### src/rtl/fbuf_scanout.sv
// fbuf_scanout: display-side scan-out engine for the colour-detect frame buffer.
// Generates VGA timing (640x480@60 by default), walks the frame buffer read
// address across a letterboxed image window and expands RGB565 read data to
// 24-bit RGB, with sync/de/frame_start delayed to line up with the pixel data.
//
// Ports:
//   i_clk          pixel clock
//   i_rstn         synchronous active-low reset
//   i_fbuf_ready   frame buffer holds a complete frame (asynchronous level)
//   o_raddr        frame buffer read address (data returns one cycle later)
//   i_rdata        RGB565 read data
//   o_hsync        horizontal sync, active-low
//   o_vsync        vertical sync, active-low
//   o_de           data enable, high across the active area
//   o_rgb          {R8,G8,B8} pixel
//   o_frame_start  one-cycle pulse with the first active pixel of each frame
module fbuf_scanout #(
    parameter int unsigned H_ACTIVE  = 640,
    parameter int unsigned H_FP      = 16,
    parameter int unsigned H_SYNC    = 96,
    parameter int unsigned H_BP      = 48,
    parameter int unsigned V_ACTIVE  = 480,
    parameter int unsigned V_FP      = 10,
    parameter int unsigned V_SYNC    = 2,
    parameter int unsigned V_BP      = 33,
    parameter int unsigned IMG_TOP   = 60,
    parameter int unsigned IMG_LINES = 360
) (
    input  logic        i_clk,
    input  logic        i_rstn,
    input  logic        i_fbuf_ready,
    output logic [17:0] o_raddr,
    input  logic [15:0] i_rdata,
    output logic        o_hsync,
    output logic        o_vsync,
    output logic        o_de,
    output logic [23:0] o_rgb,
    output logic        o_frame_start
);

    localparam int unsigned H_TOTAL    = H_ACTIVE + H_FP + H_SYNC + H_BP;
    localparam int unsigned V_TOTAL    = V_ACTIVE + V_FP + V_SYNC + V_BP;
    localparam int unsigned BRAM_DEPTH = H_ACTIVE * IMG_LINES;

    localparam logic [9:0]  H_LAST    = 10'(H_TOTAL - 1);
    localparam logic [9:0]  V_LAST    = 10'(V_TOTAL - 1);
    localparam logic [9:0]  H_ACT     = 10'(H_ACTIVE);
    localparam logic [9:0]  V_ACT     = 10'(V_ACTIVE);
    localparam logic [9:0]  HS_FIRST  = 10'(H_ACTIVE + H_FP);
    localparam logic [9:0]  HS_LAST   = 10'(H_ACTIVE + H_FP + H_SYNC - 1);
    localparam logic [9:0]  VS_FIRST  = 10'(V_ACTIVE + V_FP);
    localparam logic [9:0]  VS_LAST   = 10'(V_ACTIVE + V_FP + V_SYNC - 1);
    localparam logic [9:0]  IMG_FIRST = 10'(IMG_TOP);
    localparam logic [9:0]  IMG_LAST  = 10'(IMG_TOP + IMG_LINES - 1);
    localparam logic [17:0] ADDR_LAST = 18'(BRAM_DEPTH - 1);

    typedef enum logic {
        StWait,
        StScan
    } state_e;

    // Stage 0: timing counters, synchroniser, state, address counter.
    logic [9:0]  h_cnt_q, h_cnt_d;
    logic [9:0]  v_cnt_q, v_cnt_d;
    logic [1:0]  sync_q, sync_d;
    state_e      state_q, state_d;
    logic [17:0] addr_q, addr_d;

    // Stage 1..3 registers; bit 0 is stage 1, bit 2 is stage 3 (the output).
    logic [17:0] raddr_q, raddr_d;
    logic [2:0]  de_q, de_d;
    logic [2:0]  hs_q, hs_d;
    logic [2:0]  vs_q, vs_d;
    logic [2:0]  fs_q, fs_d;
    logic [1:0]  win_q, win_d;
    logic [23:0] rgb_q, rgb_d;

    logic ready_s;
    logic frame_end;
    logic active;
    logic in_img;
    logic win0;
    logic hs0;
    logic vs0;
    logic fs0;

    assign ready_s = sync_q[1];

    always_comb begin
        frame_end = (h_cnt_q == H_LAST) && (v_cnt_q == V_LAST);
        active    = (h_cnt_q < H_ACT) && (v_cnt_q < V_ACT);
        in_img    = (v_cnt_q >= IMG_FIRST) && (v_cnt_q <= IMG_LAST);
        // WAIT suppresses both the address walk and the pixel data.
        win0      = active && in_img && (state_q == StScan);
        hs0       = !((h_cnt_q >= HS_FIRST) && (h_cnt_q <= HS_LAST));
        vs0       = !((v_cnt_q >= VS_FIRST) && (v_cnt_q <= VS_LAST));
        fs0       = (h_cnt_q == 10'd0) && (v_cnt_q == 10'd0);
    end

    always_comb begin
        h_cnt_d = h_cnt_q + 10'd1;
        v_cnt_d = v_cnt_q;
        if (h_cnt_q == H_LAST) begin
            h_cnt_d = 10'd0;
            v_cnt_d = (v_cnt_q == V_LAST) ? 10'd0 : v_cnt_q + 10'd1;
        end

        sync_d = {sync_q[0], i_fbuf_ready};

        // Only enter SCAN on a frame boundary so no partial frame is shown;
        // once scanning, ready dropping is ignored.
        state_d = state_q;
        unique case (state_q)
            StWait:  if (frame_end && ready_s) state_d = StScan;
            StScan:  state_d = StScan;
            default: state_d = StWait;
        endcase

        addr_d = addr_q;
        if (frame_end) begin
            addr_d = 18'd0;
        end else if (win0) begin
            addr_d = (addr_q == ADDR_LAST) ? 18'd0 : addr_q + 18'd1;
        end

        raddr_d = (state_q == StScan) ? addr_q : 18'd0;

        de_d  = {de_q[1:0], active};
        hs_d  = {hs_q[1:0], hs0};
        vs_d  = {vs_q[1:0], vs0};
        fs_d  = {fs_q[1:0], fs0};
        win_d = {win_q[0], win0};

        // i_rdata is valid in stage 2, alongside win_q[1].
        rgb_d = 24'd0;
        if (win_q[1]) begin
            rgb_d = {i_rdata[15:11], i_rdata[15:13],
                     i_rdata[10:5],  i_rdata[10:9],
                     i_rdata[4:0],   i_rdata[4:2]};
        end
    end

    always_ff @(posedge i_clk) begin
        if (!i_rstn) begin
            h_cnt_q <= 10'd0;
            v_cnt_q <= 10'd0;
            sync_q  <= 2'b00;
            state_q <= StWait;
            addr_q  <= 18'd0;
            raddr_q <= 18'd0;
            de_q    <= 3'b000;
            hs_q    <= 3'b111;
            vs_q    <= 3'b111;
            fs_q    <= 3'b000;
            win_q   <= 2'b00;
            rgb_q   <= 24'd0;
        end else begin
            h_cnt_q <= h_cnt_d;
            v_cnt_q <= v_cnt_d;
            sync_q  <= sync_d;
            state_q <= state_d;
            addr_q  <= addr_d;
            raddr_q <= raddr_d;
            de_q    <= de_d;
            hs_q    <= hs_d;
            vs_q    <= vs_d;
            fs_q    <= fs_d;
            win_q   <= win_d;
            rgb_q   <= rgb_d;
        end
    end

    assign o_raddr       = raddr_q;
    assign o_hsync       = hs_q[2];
    assign o_vsync       = vs_q[2];
    assign o_de          = de_q[2];
    assign o_rgb         = rgb_q;
    assign o_frame_start = fs_q[2];

endmodule

### config.mk
export PLATFORM = sky130hd
export DESIGN_NAME = fbuf_scanout
export DESIGN_NICKNAME = d
export VERILOG_FILES = /design/src/rtl/fbuf_scanout.sv
export SDC_FILE = /design/constraint.sdc
export NUM_CORES = 1
export LEC_CHECK = 0
export ABC_AREA = 0
export BUFFER_PORTS_ARGS = -buffer_cell sky130_fd_sc_hd__buf_4
export CAP_MARGIN = 10
export CELL_PAD_IN_SITES_DETAIL_PLACEMENT = 0
export CELL_PAD_IN_SITES_GLOBAL_PLACEMENT = 1
export CORE_UTILIZATION = 35
export CTS_BUF_LIST = sky130_fd_sc_hd__clkbuf_8
export CTS_CLUSTER_SIZE = 14
export DETAILED_ROUTE_END_ITERATION = 16
export PLACE_DENSITY = 0.73
export SYNTH_ARGS = -nofsm -noshare
export SYNTH_HDL_FRONTEND = slang
export SYNTH_SLANG_ARGS = --single-unit
### constraint.sdc
create_clock -name i_clk -period 1.55 [get_ports i_clk]
set_input_delay 0.31 -clock i_clk [delete_from_list [all_inputs] [get_ports i_clk]]
set_output_delay 0.31 -clock i_clk [all_outputs]
set_load 0.05 [all_outputs]
Word-level counts from Yosys, hierarchy flattened
Cells that the tools add are included.
{"block": "word_totals", "regBits": 97, "latchBits": 0, "ramBits": 0, "rom_bits": 0, "in_bits": 19, "output_inout_bits": 46, "wordCells": 49, "mem_count": 0}
{"block": "op_classes", "addsub": 3, "n_mul": 0, "div": 0, "magnitude_cmp": 8, "eq_ne": 3, "n_shift": 0, "muxes": 4, "bitwise": 2, "reduce_logical": 17}
{"cell": "$add 10x1->10 const B", "count": 2}
{"cell": "$eq 10x10->1 const B", "count": 2}
{"cell": "$le 10x9->1 const B", "count": 2}
{"cell": "$logic_not 10->1", "count": 2}
{"cell": "$add 18x1->18 const B", "count": 1}
{"cell": "$eq 18x18->1 const B", "count": 1}
{"cell": "$mux 18", "count": 1}
{"cell": "$ge 10x10->1 const B", "count": 1}
{"cell": "$ge 10x6->1 const B", "count": 1}
{"cell": "$ge 10x9->1 const B", "count": 1}
{"cell": "$le 10x10->1 const B", "count": 1}
{"cell": "$lt 10x10->1 const B", "count": 1}
{"cell": "$lt 10x9->1 const B", "count": 1}
{"cell": "$mux 10", "count": 1}
{"cell": "$logic_and 1x1->1", "count": 9}
{"cell": "$reduce_and 2->1", "count": 2}
{"cell": "$reduce_or 2->1", "count": 2}
{"cell": "$logic_not 1->1", "count": 2}
{"cell": "$not 1->1", "count": 2}
{"cell": "$pmux 1 s2", "count": 1}
{"cell": "$mux 1", "count": 1}

Logic depth before layout (Yosys ltp)
{"block": "depth", "word_depth": 5, "depth_mapped": 8, "depth_no_buf": 7}

Worst setup path before layout
OpenSTA, ideal clock, no wires.
{"block": "synth_path", "kind": "reg-to-reg", "start": "reg v_cnt_q[6]", "end": "reg addr_q[17]", "setup_time_ns": 0.115, "arrival_time_ns": 1.467, "required_time_ns": 1.435, "slack_ns": -0.032, "stages_incl_launch_ff": 8, "path_buffers": 2, "period_less_slack_ns": 1.582, "path_cell_list": "dfxtp_1 -> buf_6 -> nor4_1 -> nand3_1 -> o21ai_4 -> a31o_2 -> buf_6 -> nor2_1"}
{"block": "synth_via", "elab_chain_cells": 4, "word_cells_on_any_way": 10, "cone_classes": "3 x order compare; 1 x eq/ne; 6 x reduce/logical"}
{"element": "start: declaration", "line": "64", "rtl": "logic [9:0] v_cnt_q, v_cnt_d;"}
{"element": "start signal: assignment", "line": "159", "rtl": "v_cnt_q <= v_cnt_d;"}
{"element": "$lt 10x9->1, or another cell as far along", "line": "91", "rtl": "active = (h_cnt_q < H_ACT) && (v_cnt_q < V_ACT);"}
{"element": "$logic_and 1x1->1 (on tied branches)", "line": "91, 92"}
{"element": "$logic_and 1x1->1 (2 in series)", "line": "94", "rtl": "win0 = active && in_img && (state_q == StScan);"}
{"element": "end signal: assignment", "line": "162", "rtl": "addr_q <= addr_d;"}
{"element": "end: declaration", "line": "67", "rtl": "logic [17:0] addr_q, addr_d;"}
Several ways; a longest one is shown, not always the timed one.
A chain may end at the register's enable or synchronous reset.

Worst setup path after layout
{"block": "layout_path", "start": "reg v_cnt_q[4]", "end": "reg addr_q[12]"}
The elaborated chain is that of the path after synthesis.

==> metrics.txt <==
Design Power 4.35 mW; WHS 0.164 ns; Max-Cap Viols 0; die width 102 um; met3 usage 2.80%; first-pass GRT wire length 12.5 mm; drt total wl 7.81 mm; Clk Latency, worst-skew pair 0.36 ns; status finished, violations left; Post-Syn Area 0.00352 sq mm; setup ws final -0.0187 ns; Fin. Hold Viols 0; clk_skew 0.00698 ns; failing checks negative setup slack; layout cells sized above 1 42.1%; Wirelength per Cell 12.8 um; CTS buffer count 9; Setup CP Type flop to flop; commonest non-fill, non-tap cells in the layout buf_4 (128), dfxtp_1 (77), and3_1 (38), nor2_1 (34), xnor2_1 (21); Avg Inst Size Synth 9.90 sq um; area grow syn2layout 42.4%; I/O Buffers 64; H-tree level count 3; Reg clk slew, reported paths 0.09 ns; initial antenna violation count 0; DIE AREA 0.0105 sq mm; critical path fanouts, max 5; Rows 36; switching share of power 20.1%; hold worst-path end sync_q[0]$_SDFF_PN0_; Clock power frac 43.8%; Reg power frac 53.1%; Sw Pwr 0.873 mW; fin crit share 101%; Leakage 2.24 nW; Starting Density 36.1%; top post-synthesis cells by area dfxtp_1 (51%), and3_1 (6.7%), xnor2_1 (5.2%); CTS tree built; most used routing layer met2; commonest non-fill, non-tap cell in the layout buf_4; post-route minimum period 1.57 ns; VDD IR max 0.000359 V; startpoint types flop; Initial DRC Count 106; sequential fraction of the synthesis area 50.6%; startpoint of the worst hold path i_fbuf_ready; top cell type's share of synthesized area 50.6%; vias about 2900; RR Startpoint v_cnt_q[4]$_SDFFE_PN0N_; fillers approximately 880; Max Slew Vio Count 0; area leader, netlist dfxtp_1; HPWL Detailed around 5.4 mm; Synth cell types 39; clk root buf clkbuf_8; hold depth 2; Data arrival, critical path 1.83 ns; TNS Setup -0.0485 ns; Max Freq 0.637 GHz; total clock sinks 89; normalized max-slew margin 72.5%; # DRC 0; Clock Path Buffers 2; Power Density 866 mW/mm^2; Int Pwr 3.48 mW; Yosys Warn Count 0; die span in y 102 um; Seq cells post-synth 89; worst hold path type input pin to flop; Worst R2R Path Depth 6; I/O pin total 65; r2r endpoint addr_q[12]$_SDFFE_PP0P_; core footprint a little under 0.01 sq mm; Syn Nets 380; Worst R2R Setup Slack -0.02 ns; ys async rst share 0%; Nets 498; Comb pwr share ~3.1%; Required @ worst endpoint 1.81 ns; Gate Count Post-Synth between 300 and 400; Worst-Margin Slew 0.411 ns; largest net degree at the start of global routing 47; Total GRT Usage 15.6%; ys flop type dfxtp_1; M2 GR Usage 24.6%; first drt pass iteration count 4; Post-DRT Antenna Nets 0; vias per cell 4.70; M1 GR Usage 19.8%; Finished Layout Cells 611; vias in the first global route 2677; placed cells between 500 and 600; global route overflow 0; GP Congestion 0.833; CP Capture Type flop; antenna cell count 0; number of synthesized flops with an enable pin 0; Setup Viol. Count Final 4; RSZ-0062 raised after global routing true
## how the worst max path moves through the flow
stage	from	end	slack, ns	depth (start not counted)
6_report	v_cnt_q[4]$_SDFFE_PN0N_	addr_q[12]$_SDFFE_PP0P_	-0.02	6
5_1_grt	addr_q[6]$_SDFFE_PP0P_	addr_q[16]$_SDFFE_PP0P_	-0.15	6
4_1_cts	addr_q[10]$_SDFFE_PP0P_	addr_q[17]$_SDFFE_PP0P_	-0.01	4
3_5_place_dp	h_cnt_q[0]$_SDFF_PP0_	v_cnt_q[3]$_SDFFE_PN0N_	-0.05	7
3_3_place_gp	h_cnt_q[0]$_SDFF_PP0_	v_cnt_q[3]$_SDFFE_PN0N_	-0.1	7
2_1_floorplan	addr_q[10]$_SDFFE_PP0P_	addr_q[17]$_SDFFE_PP0P_	0.002	5
## synthesized netlist by cell type (2+ instances only)
master / instances
clkbuf_1: 9
nor3_1: 12
or3_1: 2
xnor2_1: 21
and3_2: 3
nand2b_1: 4
nor2_1: 34
nor4_1: 11
buf_6: 7
nand4b_1: 4
inv_1: 6
nor2_2: 3
nand2_1: 19
dfxtp_1: 89
ha_1: 5
and4_1: 3
a21oi_1: 6
a31o_2: 2
nand4_1: 13
buf_4: 10
nor2b_1: 4
xor2_1: 9
and3_1: 38
o21ai_4: 2
nand3_4: 2
and2_1: 11
o21ai_0: 4
nor4b_1: 2
nand3_1: 11
## per-layer routing
layer | wire length, um | vias up | share of wire [%]
met2 | 3560 | 69 | 46
met1 | 3720 | 1332 | 48
met3 | 331 | 15 | 4.2
li1 | - | 1453 | -
met4 | 200 | 0 | 2.6
met5 | 0 | - | 0
## through the flow
step	setup slack, ns	instance area, sq um	util, %
floorplan	0.00208	3550	-
global route	-0.149	5020	51.4
finish	-0.0187	5020	51.4
detailed placement	-0.0550	4480	45.9
global placement	-0.0992	4480	45.9
CTS	-0.0107	4830	49.4
## power by group through the flow
stage          Sequential, mW  Clock (mW)  Combinational [mW]
2_1_floorplan            2.37           0              0.0594
3_5_place_dp             2.36           0               0.132
6_report                 2.31        1.90               0.134
3_3_place_gp             2.36           0               0.131
5_1_grt                  2.31        2.04               0.148
4_1_cts                  2.31        1.97               0.134
## layout make-up
| class | instances | area, sq um | share of cell area (%) |
|---|---|---|---|
| sequential | 89 | 1800 | 35.8 |
| multi-input combinational | 234 | 1750 | 34.9 |
| timing repair buffer | 134 | 1040 | 20.7 |
| tap | 133 | 166 | 3.32 |
| clock buffer | 10 | 138 | 2.74 |
| clock inverter | 5 | 104 | 2.07 |
| inverter | 6 | 22.5 | 0.449 |
## flip-flops by register name (all words and copies together), names as in the netlist
name     flops
addr_q      18
de_q         3
fs_q         3
h_cnt_q     10
hs_q         3
o_raddr     18
o_rgb       16
state_q      1
sync_q       2
v_cnt_q     10
vs_q         3
win_q        2
## critical path: stages, from the launching register on
cell and delay [ns]:
dfxtp_2 0.38, nand4_1 0.17, o2bb2ai_4 0.20, buf_4 0.17, nor4_1 0.32, xnor2_1 0.16
nor2_1 0.05
## logic make-up after synthesis
family,synth area share [%]
simple gates,30.6
fa+ha+maj,1.77
compound gates,3.51
buf+inv,6.11
flops,50.6
xor+xnor,7.45
## repair_timing
action,CTS,global route
setup buffers,2,6
endpoints found under the setup margin,24,38
hold buffers,0,0
resized for setup,17,34
gates cloned,0,0
pin swaps,4,18
Note: power is estimated with default switching activity, not from simulation.
